--- src/rtl/chan_scan_pkg.sv ---
// chan_scan_pkg: shared FSM states, mode encodings and select-width helper for chan_scan_mux
package chan_scan_pkg;
  typedef enum logic [1:0] {IDLE, DWELL, HOLD} state_t;
  localparam logic MODE_DIRECT = 1'b0;
  localparam logic MODE_SCAN = 1'b1;
  function automatic int selw(input int n);
    return (n > 2) ? $clog2(n) : 1;
  endfunction
endpackage

--- src/rtl/chan_scan_sel.sv ---
// chan_scan_sel: combinational NCH:1 W-bit selector; selects beyond NCH-1 yield zero
module chan_scan_sel #(
  parameter int NCH = 4,
  parameter int W = 1,
  parameter int SELW = 2
) (
  input  logic [NCH*W-1:0] in_data,
  input  logic [SELW-1:0]  sel,
  output logic [W-1:0]     data
);
  always_comb begin
    data = '0;
    for (int k = 0; k < NCH; k++)
      if (sel == SELW'(k)) data = in_data[k*W +: W];
  end
endmodule

--- src/rtl/chan_scan_mux.sv ---
// chan_scan_mux: registered NCH:1 mux with direct capture and dwell-timed auto-scan on a valid/ready port
// Optional channel masking for the sweep is built when CHAN_SCAN_MUX_MASK_EN is defined.
module chan_scan_mux
  import chan_scan_pkg::*;
#(
  parameter int NCH = 4,
  parameter int W = 1,
  parameter int DWELL_W = 4,
  localparam int SELW = selw(NCH)
) (
  input  logic               clk,
  input  logic               rst_n,
  input  logic [NCH*W-1:0]   in_data,
  input  logic [SELW-1:0]    sel,
  input  logic               mode,
  input  logic [DWELL_W-1:0] dwell,
  input  logic               start,
`ifdef CHAN_SCAN_MUX_MASK_EN
  input  logic [NCH-1:0]     ch_mask,
`endif
  output logic [W-1:0]       out_data,
  output logic [SELW-1:0]    out_ch,
  output logic               out_valid,
  input  logic               out_ready,
  output logic               busy
);
  state_t state;
  logic [SELW-1:0] ch, csel, first, nxt;
  logic [DWELL_W-1:0] dcnt, dwell_q;
  logic [NCH-1:0] mvec, mask_q;
  logic [W-1:0] sdata;
  logic has_first, has_nxt, cap_ok, at_end, dcap, scap, go;
`ifdef CHAN_SCAN_MUX_MASK_EN
  assign mvec = ch_mask;
`else
  assign mvec = '1;
`endif
  chan_scan_sel #(.NCH(NCH), .W(W), .SELW(SELW)) u_sel (
    .in_data(in_data),
    .sel(csel),
    .data(sdata)
  );
  // descending scan so the lowest qualifying channel wins
  always_comb begin
    first = '0;
    has_first = 1'b0;
    nxt = '0;
    has_nxt = 1'b0;
    for (int k = NCH - 1; k >= 0; k--) begin
      if (mvec[k]) begin
        first = SELW'(k);
        has_first = 1'b1;
      end
      if (mask_q[k] && SELW'(k) > ch) begin
        nxt = SELW'(k);
        has_nxt = 1'b1;
      end
    end
  end
  assign busy = state != IDLE;
  assign csel = busy ? ch : sel;
  assign cap_ok = !out_valid || out_ready;
  assign at_end = dcnt == dwell_q;
  assign dcap = state == IDLE && start && mode == MODE_DIRECT && cap_ok;
  assign go = state == IDLE && start && mode == MODE_SCAN && has_first;
  assign scap = cap_ok && (state == HOLD || (state == DWELL && at_end));
  always_ff @(posedge clk or negedge rst_n)
    if (!rst_n) begin
      state <= IDLE;
      ch <= '0;
      dcnt <= '0;
      dwell_q <= '0;
      mask_q <= '0;
      out_data <= '0;
      out_ch <= '0;
      out_valid <= 1'b0;
    end else begin
      if (out_ready) out_valid <= 1'b0;
      if (dcap || scap) begin
        out_data <= sdata;
        out_ch <= csel;
        out_valid <= 1'b1;
      end
      if (scap) begin
        ch <= nxt;
        dcnt <= '0;
        state <= has_nxt ? DWELL : IDLE;
      end else if (state == DWELL) begin
        if (at_end) state <= HOLD;
        else dcnt <= dcnt + 1'b1;
      end else if (go) begin
        dwell_q <= dwell;
        mask_q <= mvec;
        ch <= first;
        dcnt <= '0;
        state <= DWELL;
      end
    end
endmodule

--- config.mk ---
export PLATFORM = sky130hd
export DESIGN_NAME = chan_scan_mux
export DESIGN_NICKNAME = d
export VERILOG_FILES = /design/src/rtl/chan_scan_pkg.sv /design/src/rtl/chan_scan_sel.sv /design/src/rtl/chan_scan_mux.sv
export SDC_FILE = /design/constraint.sdc
export NUM_CORES = 1
export LEC_CHECK = 0
export ABC_CLOCK_PERIOD_IN_PS = 2390
export CAP_MARGIN = 30
export CELL_PAD_IN_SITES_DETAIL_PLACEMENT = 1
export CELL_PAD_IN_SITES_GLOBAL_PLACEMENT = 1
export CORE_MARGIN = 3
export CORE_UTILIZATION = 37
export DETAILED_ROUTE_END_ITERATION = 16
export GPL_ROUTABILITY_DRIVEN = 0
export PLACE_DENSITY = 0.8
export SLEW_MARGIN = 20
export SYNTH_ARGS = -nofsm -noshare
export SYNTH_HDL_FRONTEND = slang
export SYNTH_HIERARCHICAL = 1
export SYNTH_SLANG_ARGS = --single-unit
--- constraint.sdc ---
create_clock -name clk -period 2.39 [get_ports clk]
set_input_delay 0.5975 -clock clk [delete_from_list [all_inputs] [get_ports clk]]
set_output_delay 0.5975 -clock clk [all_outputs]
set_load 0.02 [all_outputs]
; Yosys cells after proc, flatten, opt, wreduce, memory -nomap -nowiden
; Cells that the tools add are included.
[classes]
multipliers = 0
n_div = 0
mux = 27
reduce_logical = 24
n_eq_ne = 9
shifts = 0
order_cmp = 4
n_addsub = 1
n_bitwise = 3
[ops]
columns = cell, n
row1 = $mux W2, 12
row2 = $mux W4, 4
row3 = $mux W1, 11
row4 = $logic_and A1 B1 Y1, 10
row5 = $eq A2 B2 Y1 const B, 3
row6 = $ne A3 B3 Y1 const B, 2
row7 = $reduce_and A2 Y1, 3
row8 = $reduce_bool A2 Y1, 3
row9 = $add A4 B1 Y4 const B, 1
row10 = $eq A2 B1 Y1 const B, 2
row11 = $eq A4 B4 Y1, 1
row12 = $gt A1 B2 Y1 const A, 2
row13 = $gt A2 B2 Y1 const A, 2
row14 = $logic_not A2 Y1, 2
row15 = $logic_or A1 B1 Y1, 3
row16 = $not A1 Y1, 3
row17 = $reduce_and A3 Y1, 1
row18 = $reduce_bool A3 Y1, 1
row19 = $ne A2 B2 Y1 const B, 1
row20 = $logic_not A1 Y1, 1
[totals]
mem_bits_rw = 0
ff_bits = 17
mem_count = 0
out_inout_bits = 5
latchBits = 0
romBits = 0
wordCells = 76
in_bits = 15

; Depth between registers and ports, before layout
[logic_depth]
ltp_word = 8
depth_mapped = 6
mapped_depth_nobuf = 5

; By module
; Netlist, hierarchy kept.
[modules_own_cells]
columns = module, cells_per_inst, seq_area_each_um2, instances, area_per_inst_um2
row1 = chan_scan_mux, 80, 425.4, 1, 852.1
row2 = chan_scan_sel, 1, 0.0, 1, 22.5

; Worst setup path after synthesis
; No wires, ideal clock.
[synth_path]
kind = register to register
startpoint = reg state[1]
endpoint = reg out_data
n_path_buf = 0
arrival_ns = 1.681
synth_period_minus_slack_ns = 1.809
stages_incl_launch_ff = 6
required_time_ns = 2.262
path_slack_ns = 0.581
cell_sequence = dfrtp_1 nor2_1 nand2_1 o21ai_0 mux4_2 mux2_1
[synth_between]
elab_chain_cells = 7
elab_cells_between_ends = 20
[synth_lines]
columns = item, line
row1 = from (decl), chan_scan_mux.sv:27  ; state_t state;
row2 = from (signal assigned), chan_scan_mux.sv:87  ; state <= has_nxt ? DWELL : IDLE;
row3 = $reduce_bool A2 Y1 *, chan_scan_mux.sv:60  ; assign busy = state != IDLE;
row4 = $mux W2 *, chan_scan_mux.sv:61  ; assign csel = busy ? ch : sel;
row5 = net csel[0], chan_scan_mux.sv:28  ; logic [SELW-1:0] ch, csel, first, nxt;
row6 = $logic_not A2 Y1, chan_scan_sel.sv:14  ; if (sel == SELW'(k)) data = in_data[k*W +: W];
row7 = $mux W1 (3 in series), chan_scan_sel.sv:14
row8 = $mux W1 *, chan_scan_sel.sv:14
row9 = net sdata, chan_scan_mux.sv:31  ; logic [W-1:0] sdata;
row10 = to (signal assigned), chan_scan_mux.sv:80  ; out_data <= sdata;
row11 = to (decl), chan_scan_mux.sv:21  ; output logic [W-1:0] out_data,
; The timed path passes the listed nets; every way through them passes the cells marked *.
; A chain may end at the register's enable or synchronous reset.

; Final worst setup path
[layout_path]
startpoint = reg state[1]
endpoint = out busy
[layout_between]
elab_chain_cells = 1
[layout_lines]
columns = item, line
row1 = $reduce_bool A2 Y1, chan_scan_mux.sv:60
row2 = to (decl), chan_scan_mux.sv:25  ; output logic busy
; No other way between the ends.

==> report_table.html <==
<table>
<tr><th>Metric</th><th>Value</th></tr>
<tr><th colspan="2">Outcome</th></tr>
<tr><td>Status</td><td>finished, final reports clean</td></tr>
<tr><th colspan="2">Finish</th></tr>
<tr><td>Commonest cells after routing, fill and taps aside</td><td>19 x sky130_fd_sc_hd__clkdlybuf4s50_1, 17 x sky130_fd_sc_hd__dfrtp_1, 8 x sky130_fd_sc_hd__nand2_1</td></tr>
<tr><td>Antenna diode instance count</td><td>0</td></tr>
<tr><td>Layout Area Growth over Synthesis</td><td>28.5%</td></tr>
<tr><td>Most common cell after layout, fill and taps aside</td><td>sky130_fd_sc_hd__clkdlybuf4s50_1</td></tr>
<tr><td>Cell area after layout</td><td>1120 um2</td></tr>
<tr><td>Layout cells sized above 1</td><td>0.0769</td></tr>
<tr><td>Number of nets in the finished design</td><td>121</td></tr>
<tr><th colspan="2">Detailed routing</th></tr>
<tr><td>Vias per Instance</td><td>5.34</td></tr>
<tr><td>Vias</td><td>700</td></tr>
<tr><td>Remaining routing DRC violations</td><td>0</td></tr>
<tr><td>Number of routed nets with antenna violations</td><td>0</td></tr>
<tr><td>Drt pass-1 iters</td><td>4</td></tr>
<tr><td>WL/cell</td><td>14.7 um</td></tr>
<tr><td>Wire length reported by the detailed router</td><td>1920 um</td></tr>
<tr><td>Initial detailed-routing violation count</td><td>12</td></tr>
<tr><th colspan="2">Timing</th></tr>
<tr><td>Final setup violation count</td><td>0</td></tr>
<tr><td>Final critical-path share of the clock period</td><td>0.950</td></tr>
<tr><td>RSZ-0062 raised after global routing</td><td>no</td></tr>
<tr><td>Max-slew violation total from the final report</td><td>0</td></tr>
<tr><td>Slew at the pin with the worst max-slew slack</td><td>0.451 ns</td></tr>
<tr><td>Clock tree skew after final layout</td><td>0.00469 ns</td></tr>
<tr><td>Fmax</td><td>441 MHz</td></tr>
<tr><td>Fin crit period</td><td>2.27 ns</td></tr>
<tr><td>Hold Vio Cnt, Final</td><td>0</td></tr>
<tr><td>Max transition margin</td><td>0.699</td></tr>
<tr><td>Total Neg Setup Slack</td><td>0 ns</td></tr>
<tr><th colspan="2">Worst hold path</th></tr>
<tr><td>Type of the tightest min-delay check</td><td>flop to flop</td></tr>
<tr><td>Worst hold path stage count</td><td>1</td></tr>
<tr><th colspan="2">Worst setup path</th></tr>
<tr><td>Worst Path Required</td><td>1.79 ns</td></tr>
<tr><td>Kind of start point of the critical path</td><td>flop</td></tr>
<tr><td>Cell with the largest stage delay on the worst path</td><td>sky130_fd_sc_hd__clkdlybuf4s50_1</td></tr>
<tr><td>Cell chain of the critical path</td><td>nor2_2 &gt; inv_2 &gt; clkdlybuf4s50_1</td></tr>
<tr><td>WS Path Type</td><td>flop to output port</td></tr>
<tr><td>Worst endpoint data arrival time</td><td>1.67 ns</td></tr>
<tr><td>Cell family with the largest share of critical-path delay</td><td>buffers and inverters</td></tr>
<tr><td>Cells on worst reg2reg path</td><td>5</td></tr>
<tr><td>Largest fanout of any net on the critical path</td><td>7</td></tr>
<tr><td>Register-to-register path setup slack</td><td>0.48 ns</td></tr>
<tr><td>Endpoint class of the critical path</td><td>output port</td></tr>
<tr><td>Worst path max stage delay</td><td>0.55 ns</td></tr>
<tr><td>Cell count along the critical path</td><td>3</td></tr>
<tr><td>Crit path buffers/inverters</td><td>2</td></tr>
<tr><th colspan="2">Synth</th></tr>
<tr><td>Part of the Yosys area used for sequential elements</td><td>0.486</td></tr>
<tr><td>Syn Nets</td><td>97</td></tr>
<tr><td>FFs w/ async S/R, synth</td><td>1.00</td></tr>
<tr><td>Average cell area after synthesis</td><td>10.8 um2</td></tr>
<tr><td>Synthesis warning total</td><td>6</td></tr>
<tr><td>Area share of the leading cell type in the synthesized netlist</td><td>0.486</td></tr>
<tr><td>Number of distinct library cell variants in the gate-level netlist after synthesis</td><td>32</td></tr>
<tr><td>Combined area of all synthesized cells</td><td>875 um2</td></tr>
<tr><td>Library cell occupying the most area in the post-synthesis netlist</td><td>sky130_fd_sc_hd__dfrtp_1</td></tr>
<tr><td>Area contributors post-synth</td><td>sky130_fd_sc_hd__dfrtp_1 49%, sky130_fd_sc_hd__mux2_1 9.0%, sky130_fd_sc_hd__xor2_1 4.0%, sky130_fd_sc_hd__nor2b_1 3.6%, sky130_fd_sc_hd__nand2_1 3.4%</td></tr>
<tr><td>Flip-flop and latch count after synthesis</td><td>17</td></tr>
<tr><td>Cell count after synthesis</td><td>81</td></tr>
<tr><td>Number of synthesized flops with an enable pin</td><td>0</td></tr>
<tr><td>Predominant post-synthesis flop cell</td><td>sky130_fd_sc_hd__dfrtp_1</td></tr>
<tr><th colspan="2">GRT</th></tr>
<tr><td>GRT Residual Overflow</td><td>0</td></tr>
<tr><td>Vias in the first global route</td><td>764</td></tr>
<tr><td>Largest net degree at the start of global routing</td><td>18</td></tr>
<tr><td>First-pass GRT wire length</td><td>3530 um</td></tr>
<tr><td>Most used routing layer in global routing</td><td>met2</td></tr>
<tr><td>Antenna violations before repair</td><td>0</td></tr>
<tr><td>Met1 GRT Util</td><td>0.218</td></tr>
<tr><td>GR Util met2</td><td>0.260</td></tr>
<tr><td>Gr usage total</td><td>0.172</td></tr>
<tr><td>Global routing met3 resource utilization</td><td>0.0599</td></tr>
<tr><th colspan="2">Place</th></tr>
<tr><td>Count of buffers from port buffering</td><td>19</td></tr>
<tr><td>DP Area</td><td>1090 um2</td></tr>
<tr><td>Final HPWL DP</td><td>1550 um</td></tr>
<tr><th colspan="2">CTS</th></tr>
<tr><td>Clock latency reported for the late side of the worst-skew pair</td><td>0.29 ns</td></tr>
<tr><td>Number of buffers on the longest clock path</td><td>2</td></tr>
<tr><td>Clock tree from TritonCTS</td><td>yes</td></tr>
<tr><td>Clock transition at the register clock pins on the worst setup and hold paths after CTS</td><td>0.10 ns</td></tr>
<tr><td>Clock buffers created by TritonCTS</td><td>3</td></tr>
<tr><td>CTS Hold Bufs</td><td>0</td></tr>
<tr><td>Root Buffer</td><td>sky130_fd_sc_hd__clkbuf_4</td></tr>
<tr><td>Postcts setup bufs</td><td>0</td></tr>
<tr><td>Post-CTS Resized</td><td>0</td></tr>
<tr><td># clock sinks</td><td>17</td></tr>
<tr><td>Deepest level of the CTS H-tree</td><td>1</td></tr>
<tr><th colspan="2">Die</th></tr>
<tr><td>Height of the die</td><td>54.6 um</td></tr>
<tr><td>Standard-cell row count</td><td>16</td></tr>
<tr><td>Die span in x</td><td>54.6 um</td></tr>
<tr><td>Boundary pin count</td><td>20</td></tr>
<tr><td>Area of the core</td><td>2100 um2</td></tr>
<tr><td>Die area</td><td>2980 um2</td></tr>
<tr><td>Initial core utilization</td><td>0.416</td></tr>
<tr><th colspan="2">Pwr</th></tr>
<tr><td>Clock power share</td><td>0.116</td></tr>
<tr><td>P per Cell Area</td><td>1170 nW/um2</td></tr>
<tr><td>Share of total power in sequential cells</td><td>0.406</td></tr>
<tr><td>Worst IR Drop VDD</td><td>0.553 mV</td></tr>
<tr><td>Pleak</td><td>0.490 nW</td></tr>
<tr><td>Cell-internal power</td><td>810 uW</td></tr>
<tr><td>Net switching power figure</td><td>502 uW</td></tr>
<tr><td>Share of total power in combinational logic</td><td>0.478</td></tr>
<tr><td>Switching part of the total</td><td>0.383</td></tr>
<tr><th colspan="2">Job</th></tr>
<tr><td>Maximum Capacitance Violations</td><td>0</td></tr>
</table>
## sequential cells by signal, indices dropped and copies added, names as in the netlist
register and count:
dcnt 4, dwell_q 4, ch 2, out_ch 2, state 2, mask_q 1, out_data 1, out_valid 1
## layer usage
layer	up-vias	wire, um
li1	337	-
met1	344	878
met2	15	910
met5	-	0
met4	0	33
met3	4	98
## power by group through the flow
stage | sequential, mW | combinational [mW] | clock (mW)
floorplan | 0.539 | 0.439 | 0
global placement | 0.524 | 0.606 | 0
detailed placement | 0.538 | 0.635 | 0
CTS | 0.531 | 0.636 | 0.161
global route | 0.554 | 0.715 | 0.175
finish | 0.533 | 0.626 | 0.153
## stage by stage
| step | setup slack (ns) | hold WS, ns | power (mW) | utilization | std cells |
|---|---|---|---|---|---|
| 3_3_place_gp | 0.219 | 0.470 | 1.13 | 0.521 | 127 |
| 5_1_grt | 0.0368 | 0.532 | 1.44 | 0.535 | 131 |
| 4_1_cts | 0.00472 | 0.506 | 1.33 | 0.533 | 131 |
| 2_1_floorplan | 0.581 | 0.302 | 0.978 | - | 81 |
| 6_report | 0.120 | 0.503 | 1.31 | 0.535 | 131 |
| 3_5_place_dp | 0.182 | 0.484 | 1.17 | 0.521 | 127 |
## final timing paths
check / startpoint / endpoint
min reg2reg: out_ch[1]$_DFFE_PN0P_ / out_ch[1]$_DFFE_PN0P_
max: state[1]$_DFFE_PN0P_ / busy
max reg2reg: state[1]$_DFFE_PN0P_ / out_data$_DFFE_PN0P_
min in group asynchronous: rst_n / out_data$_DFFE_PN0P_
min: out_ch[1]$_DFFE_PN0P_ / out_ch[1]$_DFFE_PN0P_
max in group asynchronous: rst_n / dwell_q[3]$_DFFE_PN0P_
## cells in the mapped netlist, types with 2 or more instances
library cell              number
sky130_fd_sc_hd__or3_1         2
sky130_fd_sc_hd__inv_1         4
sky130_fd_sc_hd__nor2_1        5
sky130_fd_sc_hd__a22o_1        2
sky130_fd_sc_hd__nand2_1       8
sky130_fd_sc_hd__a21oi_1       2
sky130_fd_sc_hd__o21ai_0       2
sky130_fd_sc_hd__dfrtp_1      17
sky130_fd_sc_hd__o21a_1        2
sky130_fd_sc_hd__mux2_1        7
sky130_fd_sc_hd__xor2_1        4
sky130_fd_sc_hd__nor2b_1       5
sky130_fd_sc_hd__o22ai_1       2
## kinds of logic after synthesis
family	count (synthesis)	synth area share
flops	17	0.486
buf+inv	6	0.0343
mux	9	0.133
fa+ha+maj	1	0.0143
simple gates	26	0.146
xor+xnor	5	0.0501
compound gates	17	0.136
## cell type report
type / count / area, um2
Clock buffer: 4 / 26.3
Fill cell: 235 / 978
Inverter: 5 / 18.8
Multi-Input combinational cell: 58 / 422
Sequential cell: 17 / 425
Tap cell: 27 / 33.8
Timing Repair Buffer: 20 / 198
(Power assumes the default switching activity.)
